[src/rtl/npu_core.sv]
// npu_core: single-neuron dot-product engine (sum(w*x)+bias) behind config, input and output FIFOs.
// Build option NPU_SATURATE_EN: clamp results to the signed 32-bit range instead of wrapping.

module npu_fifo #(
  parameter int W     = 32,
  parameter int DEPTH = 16
) (
  input  logic         clk_i,
  input  logic         rst_i,
  input  logic         push_i,
  input  logic [W-1:0] wdata_i,
  input  logic         pop_i,
  output logic [W-1:0] head_o,
  output logic         empty_o,
  output logic         full_o
);
  localparam int AW = $clog2(DEPTH);
  localparam logic [AW:0] FULL_CNT = (AW+1)'(DEPTH);

  logic [W-1:0]  mem_q [DEPTH];
  logic [AW-1:0] wr_q, wr_d, rd_q, rd_d;
  logic [AW:0]   cnt_q, cnt_d;
  logic [W-1:0]  head_q, head_d;
  logic          empty_q, full_q, push_ok, pop_ok;

  // Head is registered so it holds its last value once the FIFO drains.
  always_comb begin
    pop_ok  = pop_i && !empty_q;
    push_ok = push_i && (!full_q || pop_ok);
    wr_d    = wr_q;
    rd_d    = rd_q;
    cnt_d   = cnt_q;
    head_d  = head_q;
    if (push_ok) begin
      wr_d  = wr_q + AW'(1);
      cnt_d = cnt_d + (AW+1)'(1);
    end
    if (pop_ok) begin
      rd_d  = rd_q + AW'(1);
      cnt_d = cnt_d - (AW+1)'(1);
    end
    if (cnt_d != '0) head_d = (push_ok && (wr_q == rd_d)) ? wdata_i : mem_q[rd_d];
  end

  always_ff @(posedge clk_i) begin
    if (rst_i) begin
      wr_q    <= '0;
      rd_q    <= '0;
      cnt_q   <= '0;
      head_q  <= '0;
      empty_q <= 1'b1;
      full_q  <= 1'b0;
    end else begin
      wr_q    <= wr_d;
      rd_q    <= rd_d;
      cnt_q   <= cnt_d;
      head_q  <= head_d;
      empty_q <= (cnt_d == '0);
      full_q  <= (cnt_d == FULL_CNT);
    end
  end

  always_ff @(posedge clk_i) begin
    if (push_ok) mem_q[wr_q] <= wdata_i;
  end

  assign head_o  = head_q;
  assign empty_o = empty_q;
  assign full_o  = full_q;
endmodule

module npu_core #(
  parameter int CFG_DEPTH = 16,
  parameter int IN_DEPTH  = 16,
  parameter int OUT_DEPTH = 16,
  parameter int MAX_N     = 64
) (
  input  logic        CLK,
  input  logic        RST,
  input  logic [31:0] npu_input_data,
  input  logic        npu_input_fifo_write_enable,
  input  logic [25:0] npu_config_data,
  input  logic        npu_config_fifo_write_enable,
  input  logic        npu_output_fifo_read_enable,
  output logic [31:0] npu_output_data,
  output logic        npu_output_fifo_empty,
  output logic        npu_input_fifo_full,
  output logic        npu_config_fifo_full
);
  localparam int WAW = $clog2(MAX_N);
  localparam int NW  = WAW + 1;
  localparam logic [NW-1:0] MAX_NV = NW'(MAX_N);
  localparam logic [7:0]    MAX_N8 = 8'(MAX_N);

  typedef enum logic [1:0] {IDLE, ACCUM, WRITE} state_e;

  state_e             state_q;
  logic [NW-1:0]      n_q, idx_q, wptr_q, n_set;
  logic signed [23:0] bias_q;
  logic signed [47:0] acc_q, prod, bias_ext;
  logic signed [15:0] w_mem_q [MAX_N];
  logic signed [15:0] w_cur;
  logic signed [31:0] x_cur;
  logic [25:0]        cfg_head;
  logic [31:0]        in_head, result;
  logic [1:0]         op;
  logic [23:0]        payload;
  logic               cfg_empty, in_empty, out_full, out_empty;
  logic               cfg_pop, in_pop, out_push, out_accept;

  npu_fifo #(.W(26), .DEPTH(CFG_DEPTH)) u_cfg_fifo (
    .clk_i(CLK), .rst_i(RST), .push_i(npu_config_fifo_write_enable), .wdata_i(npu_config_data),
    .pop_i(cfg_pop), .head_o(cfg_head), .empty_o(cfg_empty), .full_o(npu_config_fifo_full)
  );

  npu_fifo #(.W(32), .DEPTH(IN_DEPTH)) u_in_fifo (
    .clk_i(CLK), .rst_i(RST), .push_i(npu_input_fifo_write_enable), .wdata_i(npu_input_data),
    .pop_i(in_pop), .head_o(in_head), .empty_o(in_empty), .full_o(npu_input_fifo_full)
  );

  npu_fifo #(.W(32), .DEPTH(OUT_DEPTH)) u_out_fifo (
    .clk_i(CLK), .rst_i(RST), .push_i(out_push), .wdata_i(result),
    .pop_i(npu_output_fifo_read_enable), .head_o(npu_output_data), .empty_o(out_empty),
    .full_o(out_full)
  );

  assign npu_output_fifo_empty = out_empty;
  assign op      = cfg_head[25:24];
  assign payload = cfg_head[23:0];
  assign n_set   = (payload[7:0] > MAX_N8) ? MAX_NV : NW'(payload[7:0]);
  assign cfg_pop = (state_q == IDLE) && !cfg_empty;
  assign in_pop  = (state_q == ACCUM) && !in_empty;
  assign out_push = (state_q == WRITE);
  // A pop in the same cycle frees a slot, so a full FIFO still accepts the result.
  assign out_accept = !out_full || (npu_output_fifo_read_enable && !out_empty);

  assign x_cur    = in_head;
  assign w_cur    = w_mem_q[idx_q[WAW-1:0]];
  assign prod     = 48'(x_cur) * 48'(w_cur);
  assign bias_ext = 48'(bias_q);

  always_comb begin
    result = 32'((acc_q + (bias_ext <<< 8)) >>> 8);
`ifdef NPU_SATURATE_EN
    if (((acc_q + (bias_ext <<< 8)) >>> 8) > 48'sh0000_7FFF_FFFF) result = 32'h7FFF_FFFF;
    else if (((acc_q + (bias_ext <<< 8)) >>> 8) < -48'sh0000_8000_0000) result = 32'h8000_0000;
`endif
  end

  always_ff @(posedge CLK) begin
    if (RST) begin
      state_q <= IDLE;
      n_q     <= '0;
      idx_q   <= '0;
      wptr_q  <= '0;
      bias_q  <= '0;
      acc_q   <= '0;
    end else begin
      case (state_q)
        IDLE: begin
          if (!cfg_empty) begin
            case (op)
              2'b01: begin
                n_q    <= n_set;
                wptr_q <= '0;
              end
              2'b10: if (wptr_q < MAX_NV) wptr_q <= wptr_q + NW'(1);
              2'b11: bias_q <= payload;
              default: ;
            endcase
          end else if (!in_empty && (n_q != '0)) begin
            acc_q   <= '0;
            idx_q   <= '0;
            state_q <= ACCUM;
          end
        end
        ACCUM: begin
          if (!in_empty) begin
            acc_q <= acc_q + prod;
            idx_q <= idx_q + NW'(1);
            if ((idx_q + NW'(1)) == n_q) state_q <= WRITE;
          end
        end
        WRITE: if (out_accept) state_q <= IDLE;
        default: state_q <= IDLE;
      endcase
    end
  end

  // Weight table has no reset; entries past the table end are silently dropped.
  always_ff @(posedge CLK) begin
    if (cfg_pop && (op == 2'b10) && (wptr_q < MAX_NV)) w_mem_q[wptr_q[WAW-1:0]] <= payload[15:0];
  end
endmodule

[config.mk]
export PLATFORM = sky130hd
export DESIGN_NAME = npu_core
export DESIGN_NICKNAME = d
export VERILOG_FILES = /design/src/rtl/npu_core.sv
export SDC_FILE = /design/constraint.sdc
export NUM_CORES = 2
export LEC_CHECK = 0
export ABC_CLOCK_PERIOD_IN_PS = 12500
export CAP_MARGIN = 40
export CORE_MARGIN = 5
export CORE_UTILIZATION = 38
export DETAILED_ROUTE_END_ITERATION = 16
export MAX_ROUTING_LAYER = met4
export SETUP_SLACK_MARGIN = 0.02
export SLEW_MARGIN = 20
export SYNTH_ARGS = -nofsm -noshare
export SYNTH_HDL_FRONTEND = slang
export SYNTH_HIERARCHICAL = 1
export SYNTH_SLANG_ARGS = --single-unit
[constraint.sdc]
create_clock -name CLK -period 12.5 [get_ports CLK]
set_input_delay 1.25 -clock CLK [delete_from_list [all_inputs] [get_ports CLK]]
set_output_delay 1.25 -clock CLK [all_outputs]
set_load 0.01 [all_outputs]
# == Word-level counts from Yosys, hierarchy flattened ==
# Memories as Yosys holds them, arrays and structs flattened. A register that Yosys moved wholly into a read port is not among the register bits.
# Cells that the tools add are included.
# word_totals
mem_count,4
wordCells,131
input_bits,63
romBits,0
ram_bits,2464
latch_bits,0
ff_bits,140
out_inout_bits,35
# op_classes
n_reduce_logical,35
div_mod_pow,0
n_addsub,16
shift,0
mul,1
n_eq_ne,15
n_bitwise,1
n_lt_le_gt_ge,2
n_mux,36
# mem_list
memory,depth,width,read_ports,rd_ports_with_merged_regs,write_ports,line,rtl
w_mem_q,64,16,1,1,1,101,logic signed [15:0] w_mem_q [MAX_N];
u_in_fifo.mem_q,16,32,1,1,1,20,logic [W-1:0] mem_q [DEPTH];
u_out_fifo.mem_q,16,32,1,1,1,20,
u_cfg_fifo.mem_q,16,26,1,1,1,20,
# ops
operator,count
$mux W48,3
$pmux W48 S2,1
$add A48 B48 Y48,1
$mul A32 B16 Y48,1
$add A40 B32 Y40,1
$mux W7,5
$mux W5,6
$pmux W7 S2,2
$add A4 B1 Y4 const B,6
$add A5 B1 Y5 const B,3
$eq A5 B5 Y1 const B,3
$logic_not A5 Y1,3
$reduce_bool A5 Y1,3
$sub A5 B1 Y5 const B,3
$add A7 B1 Y7 const B,2
$mux W4,3
$mux W6,2
$logic_and A1 B1 Y1,11
$mux W2,5
$gt A8 B7 Y1 const B,1
$mux W1,8
$reduce_and A4 Y1,2
$eq A7 B7 Y1,1
$lt A7 B7 Y1 const B,1
other kinds (13),29

# == Longest topological paths before layout ==
# depth
depth_word,9
depth_mapped,36
ltp_nobuf,30

# == Hierarchy ==
# Netlist, hierarchy kept.
# modules_own_cells
mod,instances,cells_per_inst,area_each_um2
npu_core,1,4099,60695.7
npu_fifo at u_out_fifo,1,1954,25670.9
npu_fifo at u_in_fifo,1,1682,25553.3
npu_fifo at u_cfg_fifo,1,993,18471.5

# == Worst setup path after synthesis ==
# No wires, ideal clock.
# synth_timing
kind,reg-to-reg
startpoint,register with a tool-made name
endpoint,register acc_q[34]
stages_incl_launch_ff,35
slack_ps,3329
setup_ps,117
arrival_time_ps,9054
required_time_ps,12383
n_path_buf,8
path_cell_list,dfxtp_1 -> buf_2 -> buf_4 -> buf_4 -> buf_4 -> buf_2 -> buf_4 -> buf_2 -> mux4_2 -> mux4_2 -> mux4_2 -> buf_6 -> and2_1 -> fa_1 -> fa_1 -> inv_1 -> fa_1 -> inv_1 -> fa_1 -> fa_1 -> inv_1 -> fa_1 -> inv_1 -> ha_1 -> and3_1 -> a31oi_1 -> o21a_1 -> or2_2 -> and3_1 -> a21oi_1 -> a311o_1 -> a2111oi_2 -> nor3_1 -> or3_1 -> a32o_1
# synth_lines
item,line,rtl
end signal: assignment,179,acc_q <= acc_q + prod;
end: declaration,100,"logic signed [47:0] acc_q, prod, bias_ext;"

==> metrics.txt <==
crit-path max cell delay=0.75 ns; max-slew violations=0; Clk pwr share=0.240; crit path kind=reg2reg; ratio of cells with drive above 1 in the final layout=0.151; CP Buf/Inv Count=4; startpoint types=register; Synthesis Warnings=6; asr flop ratio synth=0; H-tree levels=5; Required @ worst endpoint=13.24 ns; top cell type by total area after synthesis=edfxtp_1; r2r endpoint=acc_q[36]$_SDFFE_PP0P_; vias per inst=5.66; final hold viol count=0; cell area after synthesis=130000 µm²; min cycle time layout=10.29 ns; Area contributors post-synth=edfxtp_1 57%, mux4_2 7.0%, fa_1 6.9%; Worst path top cell family by delay=adder cells; Max Root-Sink Buffers=4; sequential area share after synthesis=0.602; pwr/cell area=241 nW/µm²; core area=342000 µm²; CP max FO=64; Yosys reg bits=2692; post-synth cell types=106; DR pass1 iterations=8; first-pass GRT wire length=522000 µm; HP Start=bias_q[15]$_SDFFE_PP0P_; slew at the pin closest to its max-slew limit=1.17 ns; post-synth net total=9408; FF-to-FF path depth=28; Max VDD drop=0.445 mV; Die Y=596 µm; final hold slack=0.463 ns; Ports=98; Root Buffer=clkbuf_16; Post-route DRC=0; Highest Clock Rate=97.1 MHz; Port Buffers=97; Worst Hold Class=reg2reg; total number of vias=77700; Sw Ratio=0.378; fin worst setup slack=2.21 ns; vias in the first global route=79000; clk_skew=0.0931 ns; Total Negative Setup Slacks=0 ns; Layout area overhead=13.6%; final core utilization=0.433; slowest library cell on the worst path=dfxtp_4; Setup WS pre-CTS=2.34 ns; largest net degree at the start of global routing=125; WP data arrival=11.03 ns; CTS resizes=0; Final Cell Area=148000 µm²; most frequent cells in the layout=2464 x edfxtp_1, 697 x mux2i_1, 586 x inv_1; period utilization=0.824; Leak=51.9 nW; CP Capture Type=register; Max transition margin=0.222; CTS clk-pin slew, worst paths=0.06 ns; Initial DRC Count=7193; Avg Cell Area, Syn=14.9 µm²; Comb pwr share=0.459; Final HPWL DP=216000 µm; Synth top area share=0.567; flop2flop setup slack=2.21 ns; cts hold-fix bufs=0; Top cell by count, worst path=fa_1; Total GRT Usage=0.199; Worst-Skew Late Latency=0.93 ns; number of synthesized flops with an enable pin=2464; share of power burned in registers=0.301; Post-Place Cell Area=138000 µm²; Post-synth top flop=edfxtp_1; WP depth=28; Rows=215; Starting Density=0.381; CTS Buf Count=292; max cap viols=0; nets=9604; chip width=596 µm; Setup crit end=acc_q[36]$_SDFFE_PP0P_; setup violators final=0; clock sink total=2692; switching pwr=0.0135 W; GP Congestion=0.884; Synth Instances=8728; Post-DRT Antenna Nets=0; total wire length=352000 µm; grt total ovfl=0; Setup Buffers After CTS=0; most common cell after layout, fill and taps aside=edfxtp_1; die area=355000 µm²; initial antenna violation count=22; RSZ-0062 raised after global routing=no; Pint=0.0222 W; status=completed; CTS tree=done; DR WL/cell=25.6 µm
through the flow:
| step | total power (W) | std cells |
|---|---|---|
| detailed placement | 0.0270 | 13200 |
| floorplan | 0.0223 | 8728 |
| finish | 0.0356 | 13700 |
| global placement | 0.0267 | 13100 |
| CTS | 0.0356 | 13700 |
| global route | 0.0380 | 13700 |
cells by family (layout without fill, tap and decap cells):
| kind of cell | after synthesis | in the layout | synth area share |
|---|---|---|---|
| flops | 2692 | 2692 | 0.602 |
| simple gates | 1731 | 1731 | 0.0657 |
| xor+xnor | 149 | 149 | 0.0110 |
| fa+ha+maj | 617 | 617 | 0.0851 |
| other cells | 0 | 18 | 0 |
| buf+inv | 1144 | 1576 | 0.0382 |
| mux | 1161 | 1161 | 0.132 |
| compound gates | 1234 | 1234 | 0.0657 |
registers in the layout, summed over array words and instances, names as in the netlist, 7 cells and up, named ones only:
name	flops
u_out_fifo/mem_q	512
acc_q	40
n_q	7
bias_q	24
u_cfg_fifo/head_o	26
u_cfg_fifo/mem_q	416
u_in_fifo/mem_q	512
w_mem_q	1024
u_in_fifo/head_o	32
wptr_q	7
u_out_fifo/head_o	32
idx_q	7
cells in the mapped netlist, drive strengths merged, types with 20 or more instances:
| master | n |
|---|---|
| edfxtp | 2464 |
| mux2i | 700 |
| inv | 588 |
| fa | 450 |
| mux4 | 433 |
| nand2 | 421 |
| nor2 | 380 |
| buf | 286 |
| a21oi | 277 |
| clkbuf | 267 |
| and2 | 244 |
| dfxtp | 228 |
| nand3 | 170 |
| ha | 167 |
| o21ai | 156 |
| o22ai | 140 |
| nor3 | 136 |
| nand2b | 109 |
| xnor2 | 91 |
| a22oi | 82 |
| o211ai | 78 |
| a31oi | 73 |
| nor2b | 66 |
| nor4 | 54 |
| xor2 | 53 |
| a221oi | 43 |
| o221ai | 41 |
| a32o | 39 |
| a211oi | 38 |
| a22o | 38 |
| or2 | 36 |
| and3 | 28 |
| mux2 | 28 |
| a32oi | 26 |
| or3 | 26 |
| a21o | 24 |
| o21a | 20 |
how the worst min path moves through the flow:
stage	to	slack (ns)	cells past startpoint
after floorplan	bias_q[16]$_SDFFE_PP0P_	0.43	2
after global placement	u_cfg_fifo/head_o[8]$_SDFFE_PP0P_	0.45	2
after detailed placement	bias_q[13]$_SDFFE_PP0P_	0.45	2
after CTS	bias_q[10]$_SDFFE_PP0P_	0.47	2
after global routing	u_out_fifo/head_o[29]$_SDFFE_PP0P_	0.48	1
final	bias_q[15]$_SDFFE_PP0P_	0.46	2
tightest hold or removal path, stage by stage, from the launching register on:
cell,delay [ns]
dfxtp_1,0.31
nand2_1,0.05
a21oi_1,0.05
metal layers:
metal,vias up,wire [µm],track usage,share of wire
li1,33400,-,-,-
met1,40500,149000,0.272,0.42
met2,3128,166000,0.311,0.47
met3,596,28200,0.0332,0.080
met4,0,9270,0.0548,0.026
met5,-,0,-,0
power by group through the flow:
stage	Sequential, W	Combinational (W)	Clock (W)
2_1_floorplan	0.0110	0.0113	0
3_3_place_gp	0.0110	0.0158	0
3_5_place_dp	0.0109	0.0161	0
4_1_cts	0.0107	0.0161	0.00873
5_1_grt	0.0107	0.0181	0.00911
6_report	0.0107	0.0164	0.00856
area by class of cell:
cell class,count,area (µm²)
Fill cell,30100,194000
Sequential cell,2692,78600
Multi-Input combinational cell,4892,47500
Clock buffer,414,8200
Tap cell,4557,5700
Timing Repair Buffer,455,4570
Inverter,591,2220
Clock inverter,116,1300
Antenna cell,18,45.0
Power figures use the tool's default switching activity.
